===== config.mk =====
export PLATFORM = sky130hd
export DESIGN_NAME = manchester_transmitter_flat
export DESIGN_NICKNAME = d
export VERILOG_FILES = /design/src/rtl/manchester_transmitter_if.sv /design/src/rtl/manchester_transmitter.sv /design/src/flat_wrapper.sv
export SDC_FILE = /design/constraint.sdc
export NUM_CORES = 1
export LEC_CHECK = 0
export ABC_AREA = 1
export BUFFER_PORTS_ARGS = -buffer_cell sky130_fd_sc_hd__buf_2
export CORE_MARGIN = 4
export CORE_UTILIZATION = 57
export DETAILED_ROUTE_END_ITERATION = 10
export GPL_ROUTABILITY_DRIVEN = 0
export GPL_TIMING_DRIVEN = 0
export PLACE_DENSITY = 0.78
export SETUP_SLACK_MARGIN = 0.1
export SLEW_MARGIN = 10
export SYNTH_ARGS = -nofsm -noshare
export SYNTH_HDL_FRONTEND = slang
export SYNTH_SLANG_ARGS = --single-unit
export TNS_END_PERCENT = 1

===== constraint.sdc =====
create_clock -name clock -period 1.6 [get_ports clock]
set_input_delay 0 -clock clock [delete_from_list [all_inputs] [get_ports clock]]
set_output_delay 0 -clock clock [all_outputs]
set_load 0.02 [all_outputs]

===== src/rtl/manchester_transmitter_if.sv =====
// manchester_transmitter_if: parallel word handshake into the Manchester transmitter
interface manchester_transmitter_if #(parameter int DATA_WIDTH = 8);
   logic [DATA_WIDTH-1:0] tx_data;
   logic                  tx_valid;
   logic                  tx_ready;
   modport master (output tx_data, tx_valid, input tx_ready);
   modport slave (input tx_data, tx_valid, output tx_ready);
endinterface


===== src/rtl/manchester_transmitter.sv =====
// manchester_transmitter: sync rise, half-cell start bit, MSB-first Manchester data, then a forced-low gap
module manchester_transmitter #(
   parameter int DATA_WIDTH  = 8,
   parameter int HALF_PERIOD = 9,
   parameter int GAP_CYCLES  = 36
) (
   input  logic                             clock,
   input  logic                             reset,
   input  logic                             enable,
   manchester_transmitter_if.slave          tx,
   output logic                             manchester_out,
   output logic                             busy,
   output logic                             transmission_done
);
   localparam int HW = $clog2(HALF_PERIOD);
   localparam int GW = $clog2(GAP_CYCLES);
   localparam int BW = $clog2(DATA_WIDTH + 1);
   typedef enum logic [2:0] {IDLE, START, FIRST_HALF, SECOND_HALF, GAP} state_t;
   state_t                state, state_n;
   logic [HW-1:0]         half_cnt, half_n;
   logic [GW-1:0]         gap_cnt, gap_n;
   logic [BW-1:0]         bit_cnt, bit_n;
   logic [DATA_WIDTH-1:0] shift, shift_n;
   logic                  out_n, done_n, half_wrap, in_cell;
   assign tx.tx_ready = (state == IDLE) && !reset;
   assign busy        = state != IDLE;
   assign half_wrap   = half_cnt == HW'(HALF_PERIOD - 1);
   assign in_cell     = state == START || state == FIRST_HALF || state == SECOND_HALF;
   // line value is derived from the current state, so it lags the state transition by one clock
   always_comb begin
      state_n = state;
      shift_n = shift;
      bit_n   = bit_cnt;
      gap_n   = gap_cnt;
      done_n  = 1'b0;
      half_n  = in_cell ? (half_wrap ? '0 : half_cnt + 1'b1) : '0;
      out_n   = state == START || (state == FIRST_HALF && shift[DATA_WIDTH-1]) ||
                (state == SECOND_HALF && !shift[DATA_WIDTH-1]);
      case (state)
         IDLE: if (tx.tx_valid) begin
            state_n = START;
            shift_n = tx.tx_data;
            bit_n   = '0;
            gap_n   = '0;
         end
         START:      state_n = half_wrap ? FIRST_HALF : START;
         FIRST_HALF: state_n = half_wrap ? SECOND_HALF : FIRST_HALF;
         SECOND_HALF: if (half_wrap) begin
            shift_n = shift << 1;
            bit_n   = bit_cnt + 1'b1;
            state_n = bit_cnt == BW'(DATA_WIDTH - 1) ? GAP : FIRST_HALF;
         end
         GAP: begin
            done_n  = gap_cnt == GW'(GAP_CYCLES - 1);
            gap_n   = done_n ? '0 : gap_cnt + 1'b1;
            state_n = done_n ? IDLE : GAP;
         end
         default: state_n = IDLE;
      endcase
   end
   always_ff @(posedge clock) begin
      if (reset) begin
         state             <= IDLE;
         half_cnt          <= '0;
         gap_cnt           <= '0;
         bit_cnt           <= '0;
         shift             <= '0;
         manchester_out    <= 1'b0;
         transmission_done <= 1'b0;
      end else begin
         transmission_done <= enable && done_n;
         if (enable) begin
            state          <= state_n;
            half_cnt       <= half_n;
            gap_cnt        <= gap_n;
            bit_cnt        <= bit_n;
            shift          <= shift_n;
            manchester_out <= out_n;
         end
      end
   end
endmodule

===== src/flat_wrapper.sv =====
// flat-port wrapper written by rule: the top's interface ports become plain ports
module manchester_transmitter_flat 
#(
   parameter int DATA_WIDTH  = 8,
   parameter int HALF_PERIOD = 9,
   parameter int GAP_CYCLES  = 36
)
  (clock, reset, enable, manchester_out, busy, transmission_done, tx_tx_data, tx_tx_valid, tx_tx_ready);
  manchester_transmitter_if #(.DATA_WIDTH(DATA_WIDTH)) tx_i ();
  input  logic clock;
  input  logic reset;
  input  logic enable;
  output logic manchester_out;
  output logic busy;
  output logic transmission_done;
  input wire logic [$bits(tx_i.tx_data)-1:0] tx_tx_data;
  input wire logic [$bits(tx_i.tx_valid)-1:0] tx_tx_valid;
  output wire logic [$bits(tx_i.tx_ready)-1:0] tx_tx_ready;
  assign tx_i.tx_data = tx_tx_data;
  assign tx_i.tx_valid = tx_tx_valid;
  assign tx_tx_ready = tx_i.tx_ready;
  manchester_transmitter #(.DATA_WIDTH(DATA_WIDTH), .HALF_PERIOD(HALF_PERIOD), .GAP_CYCLES(GAP_CYCLES)) u_core (.clock(clock), .reset(reset), .enable(enable), .tx(tx_i), .manchester_out(manchester_out), .busy(busy), .transmission_done(transmission_done));
endmodule

# Word level (Yosys, flattened, before mapping)
# Index checks and enable logic that the tools add are counted.
[word_totals]
regBits = 27
input_bits = 12
output_inout_bits = 4
word_cells = 55
[classes]
addsub = 3
eq_ne = 9
muxes = 19
n_reduce_logical = 17
[op_table]
columns = ["cell", "count"]
rows = [
  ["2-to-1 mux 4 bit", 4],
  ["2-to-1 mux 8 bit", 2],
  ["one-hot mux 8 bit (2 select lines)", 1],
  ["one-hot mux 3 bit (5 select lines)", 1],
  ["2-to-1 mux 3 bit", 4],
  ["2-to-1 mux 6 bit", 2],
  ["one-hot mux 6 bit (2 select lines)", 1],
  ["adder 4 x 1 -> 4 bit, second input constant", 2],
  ["one-hot mux 4 bit (2 select lines)", 1],
  ["adder 6 x 1 -> 6 bit, second input constant", 1],
  ["== test 3 x 2 -> 1 bit, second input constant", 2],
  ["== test 6 bit, second input constant", 1],
  ["AND reduction 3 bit", 2],
  ["== test 4 x 3 -> 1 bit, second input constant", 1],
  ["== test 4 bit, second input constant", 1],
  ["logical AND 1 bit", 4],
  ["logical OR 1 bit", 4],
  ["AND reduction 4 bit", 1],
  ["nonzero test 2 bit", 2],
  ["== test 3 x 1 -> 1 bit, second input constant", 1],
  ["== test 3 bit, second input constant", 1],
  ["zero test 3 bit", 1],
  ["nonzero test 3 bit", 1],
  ["zero test 1 bit", 2],
  ["other kinds (4)", 5],
]

# Longest topological paths before layout
[logic_depth]
word_depth = 4
ltp_mapped = 11
mapped_depth_nobuf = 10

# Least setup slack after synthesis
# No wires, ideal clock.
[synth_timing]
kind = "register -> register"
startpoint = "register u_core.state[1]"
endpoint = "register u_core.shift[2]"
setup_ns = 0.116
arrival_time_ns = 1.354
required_ns = 1.484
slack_ns = 0.130
path_stages_with_launch = 9
n_path_buf = 2
synth_period_minus_slack_ns = 1.470
path_cell_list = "dfxtp_1 buf_6 nor2_1 nand2_1 nand2_2 nand2_2 buf_6 o21ai_0 nor2_1"
[synth_via]
elab_chain_len = 3
elab_cells_between_ends = 7
cone_classes = "eq/ne: 3; mux: 1; reduce/logical: 3"
[synth_lines]
columns = ["item", "line_no", "rtl"]
rows = [
  ["start: declaration", "manchester_transmitter.sv:19", "state_t state, state_n;"],
  ["start signal: assignment", "manchester_transmitter.sv:73", "state <= state_n;"],
  ["== test 3 x 2 -> 1 bit / zero test 3 bit (equally long branches)", "manchester_transmitter.sv:39", "case (state)"],
  ["!= test 2 x 1 -> 1 bit (no source line), or another cell as far along", "-", ""],
  ["AND reduction 4 bit (no source line)", "-", ""],
  ["end signal: assignment", "manchester_transmitter.sv:77", "shift <= shift_n;"],
  ["end: declaration", "manchester_transmitter.sv:23", "logic [DATA_WIDTH-1:0] shift, shift_n;"],
]
# Parallel ways exist; a longest one is shown, timed or not.
# A chain may end at the register's enable or synchronous reset.

# Worst setup path after layout
[layout_timing]
startpoint = "register u_core.half_cnt[1]"
endpoint = "register u_core.bit_cnt[1]"
[layout_via]
elab_chain_len = 3
[layout_lines]
columns = ["item", "line_no", "rtl"]
rows = [
  ["start: declaration", "manchester_transmitter.sv:20", "logic [HW-1:0] half_cnt, half_n;"],
  ["start signal: assignment", "manchester_transmitter.sv:74", "half_cnt <= half_n;"],
  ["== test 4 bit", "manchester_transmitter.sv:27", "assign half_wrap = half_cnt == HW'(HALF_PERIOD - 1);"],
  ["!= test 2 x 1 -> 1 bit (no source line)", "-", ""],
  ["AND reduction 4 bit (no source line)", "-", ""],
  ["end signal: assignment", "manchester_transmitter.sv:76", "bit_cnt <= bit_n;"],
  ["end: declaration", "manchester_transmitter.sv:22", "logic [BW-1:0] bit_cnt, bit_n;"],
]
# Every way passes these cells.

==> impl_metrics.env <==
export IMPL_setup_viol=0
export IMPL_initial_utilization_pct=59.1
export IMPL_io_buffers=14
export IMPL_yosysTopAreaCellShare_pct=37.3
export IMPL_cts_buffers=3
export IMPL_cp_arrival_ns=1.70
export IMPL_synth_top_family_by_area="simple AND/OR/NAND/NOR gates"
export IMPL_wirelength_mm=3.22
export IMPL_hold_class="primary input to flop"
export IMPL_grt_overflow=0
export IMPL_dpl_hpwl_mm=2.17
export IMPL_instances_no_fill=280
export IMPL_synthFlopType="dfxtp_1"
export IMPL_synthMuxAreaShare_pct=0
export IMPL_fin_util_pct=69.8
export IMPL_synth_adder_area_share_pct=3.45
export IMPL_synth_area_um2=1450
export IMPL_cp_required_ns=1.88
export IMPL_rsz0062_at_grt="yes"
export IMPL_max_cap_violations=0
export IMPL_cp_end_kind="flop"
export IMPL_synth_compound_area_share_pct=10.3
export IMPL_grt_pass1_wl_mm=5.21
export IMPL_synthesis_nets=239
export IMPL_cts_root_buf="clkbuf_4"
export IMPL_violations="negative hold slack"
export IMPL_num_io_pins=16
export IMPL_drv_slew=0
export IMPL_crit_fanout=5
export IMPL_drt_iter0_drc=76
export IMPL_wire_per_inst_um=11.5
export IMPL_hold_viol=5
export IMPL_clk_latency_ns=0.32
export IMPL_synth_most_common_cell="nand2_1"
export IMPL_synth_seq_cells=27
export IMPL_startpoint_type="flop"
export IMPL_ctsLongestPathBuffers=2
export IMPL_drive_above_1_share_pct=20.0
export IMPL_fin_nets=267
export IMPL_fin_crit_ns=1.43
export IMPL_track_usage_pct=19.0
export IMPL_synth_async_reset_ratio_pct=0
export IMPL_area_growth_pct=18.1
export IMPL_clock_sinks=27
export IMPL_period_share_pct=89.2
export IMPL_synth_xor_area_share_pct=0.604
export IMPL_synth_area_leader_cell="dfxtp_1"
export IMPL_antenna_cells=0
export IMPL_die_area_um2=3420
export IMPL_synth_cell_types=20
export IMPL_placed_area_um2=1560
export IMPL_status="finished with violations"
export IMPL_vias_per_cell=5.29
export IMPL_ir_drop_v=0.000615
export IMPL_syn_inst=223
export IMPL_relSlewSlack_pct=70.3
export IMPL_htreeDepth=1
export IMPL_ys_warn_count=0
export IMPL_rows=18
export IMPL_grt_pass1_vias=1241
export IMPL_synth_simple_area_share_pct=39.5
export IMPL_num_vias=1481
export IMPL_synthTopCellsByCount="nand2_1, nor2_1, dfxtp_1, nand3_1, inv_1"
export IMPL_route_detailed_drc=0
export IMPL_design_area_um2=1710
export IMPL_leakage_nw=0.765
export IMPL_clk_pin_slew_ns=0.15
export IMPL_synth_edf_count=0
export IMPL_cts_tree="built"
export IMPL_powerDensity_nw_per_um2=720
export IMPL_dieWidth_um=58.4
export IMPL_die_h_um=58.4
export IMPL_synth_seq_area_share_pct=37.3
export IMPL_syn_area_per_cell_um2=6.50
export IMPL_grt_max_degree=15
export IMPL_clock_skew_ns=0.00116
export IMPL_post_place_ws_ns=-0.0937
export IMPL_drt_pass1_iter_count=4
export IMPL_antenna_found_initial=0
export IMPL_synth_area_leaders="dfxtp_1, nand2_1, nor2_1"
export IMPL_hold_ws_ns=-0.00791
export IMPL_tightest_slew_ns=0.445
export IMPL_worst_slack_ns=0.174
export IMPL_placed_cells=267
export IMPL_core_um2=2450
export IMPL_fmaxAchievable_ghz=0.701
export IMPL_path_class="flop to flop"
export IMPL_postRouteAntennaNets=0
[power breakdown]
part,internal [mW],total (mW),switching (mW)
Clock,0.0977,0.303,0.205
Combinational,0.0840,0.203,0.119
Sequential,0.704,0.729,0.0245
[critical path, cell delays in order (launching register included)]
cell	delay (ns)
dfxtp_2	0.37
inv_2	0.07
ha_4	0.15
nand2_4	0.05
nor2_4	0.16
nand2_1	0.08
nand2_2	0.09
nand2_4	0.08
buf_6	0.13
nand2_1	0.05
nand2_1	0.05
nor2_1	0.09
[cells by family after synthesis]
group                      count (synthesis)
buffers and inverters                     29
xor gates and xnor gates                   1
DFF                                       27
and+or+nand+nor                          133
AOI/OAI and AO/OA                         29
adders and majority gates                  4
[final cells by class]
cell class | count | area [um2]
Timing Repair Buffer | 23 | 141
Tap cell | 30 | 37.5
Sequential cell | 27 | 546
Buffer | 7 | 46.3
Multi-Input combinational cell | 167 | 833
Clock buffer | 4 | 26.3
Fill cell | 221 | 742
Inverter | 22 | 82.6
[registers in the layout, summed over array words and instances (netlist names)]
register,cells
u_core.shift,8
u_core.gap_cnt,6
u_core.bit_cnt,4
u_core.half_cnt,4
u_core.state,3
u_core.manchester_out,1
u_core.transmission_done,1
[repair_timing]
| action | 4_1_cts | 5_1_grt |
|---|---|---|
| setup endpoints to repair | 19 | 22 |
| resized for setup | 3 | 25 |
| setup buffers | 1 | 5 |
| pin swaps | 0 | 7 |
| cloned | 0 | 2 |
| hold buffers | 1 | 0 |
| hold endpoints to repair | 1 | 0 |
[layer usage]
metal / vias to the layer above / GRT usage (%) / part of all wire (%)
met2: 43 / 31.4 / 48
met3: 6 / 2.19 / 5.2
li1: 776 / - / -
met4: 0 / 6.95 / 1.4
met5: - / 0 / 0
met1: 656 / 25.3 / 46
[path summary, 6_finish.rpt]
check	from	endpoint	slack (ns)	cells past startpoint
max	u_core.half_cnt[1]$_SDFFE_PP0P_	u_core.bit_cnt[1]$_SDFFE_PP0P_	0.17	11
min	tx_tx_data[5]	u_core.shift[5]$_SDFFE_PP0P_	-0.008	5
max reg2reg	u_core.half_cnt[1]$_SDFFE_PP0P_	u_core.bit_cnt[1]$_SDFFE_PP0P_	0.17	11
min reg2reg	u_core.shift[0]$_SDFFE_PP0P_	u_core.shift[0]$_SDFFE_PP0P_	0.48	2
[per-stage QoR]
step           TNS, ns  total power, mW
3_5_place_dp    -0.594            0.911
4_1_cts              0             1.21
6_report             0             1.23
5_1_grt              0             1.30
3_3_place_gp    -0.733            0.908
2_1_floorplan        0            0.861
[layout by cell type (no fill, tap or decap), drive strengths merged, types with 4 or more instances in the layout]
cell type  count
buf           26
o21ai         13
nor3           4
nand4          6
dfxtp         27
nand2         65
nor2          33
nand3         22
inv           22
clkbuf         7
a21oi         15
ha             4
(Power assumes the default switching activity.)
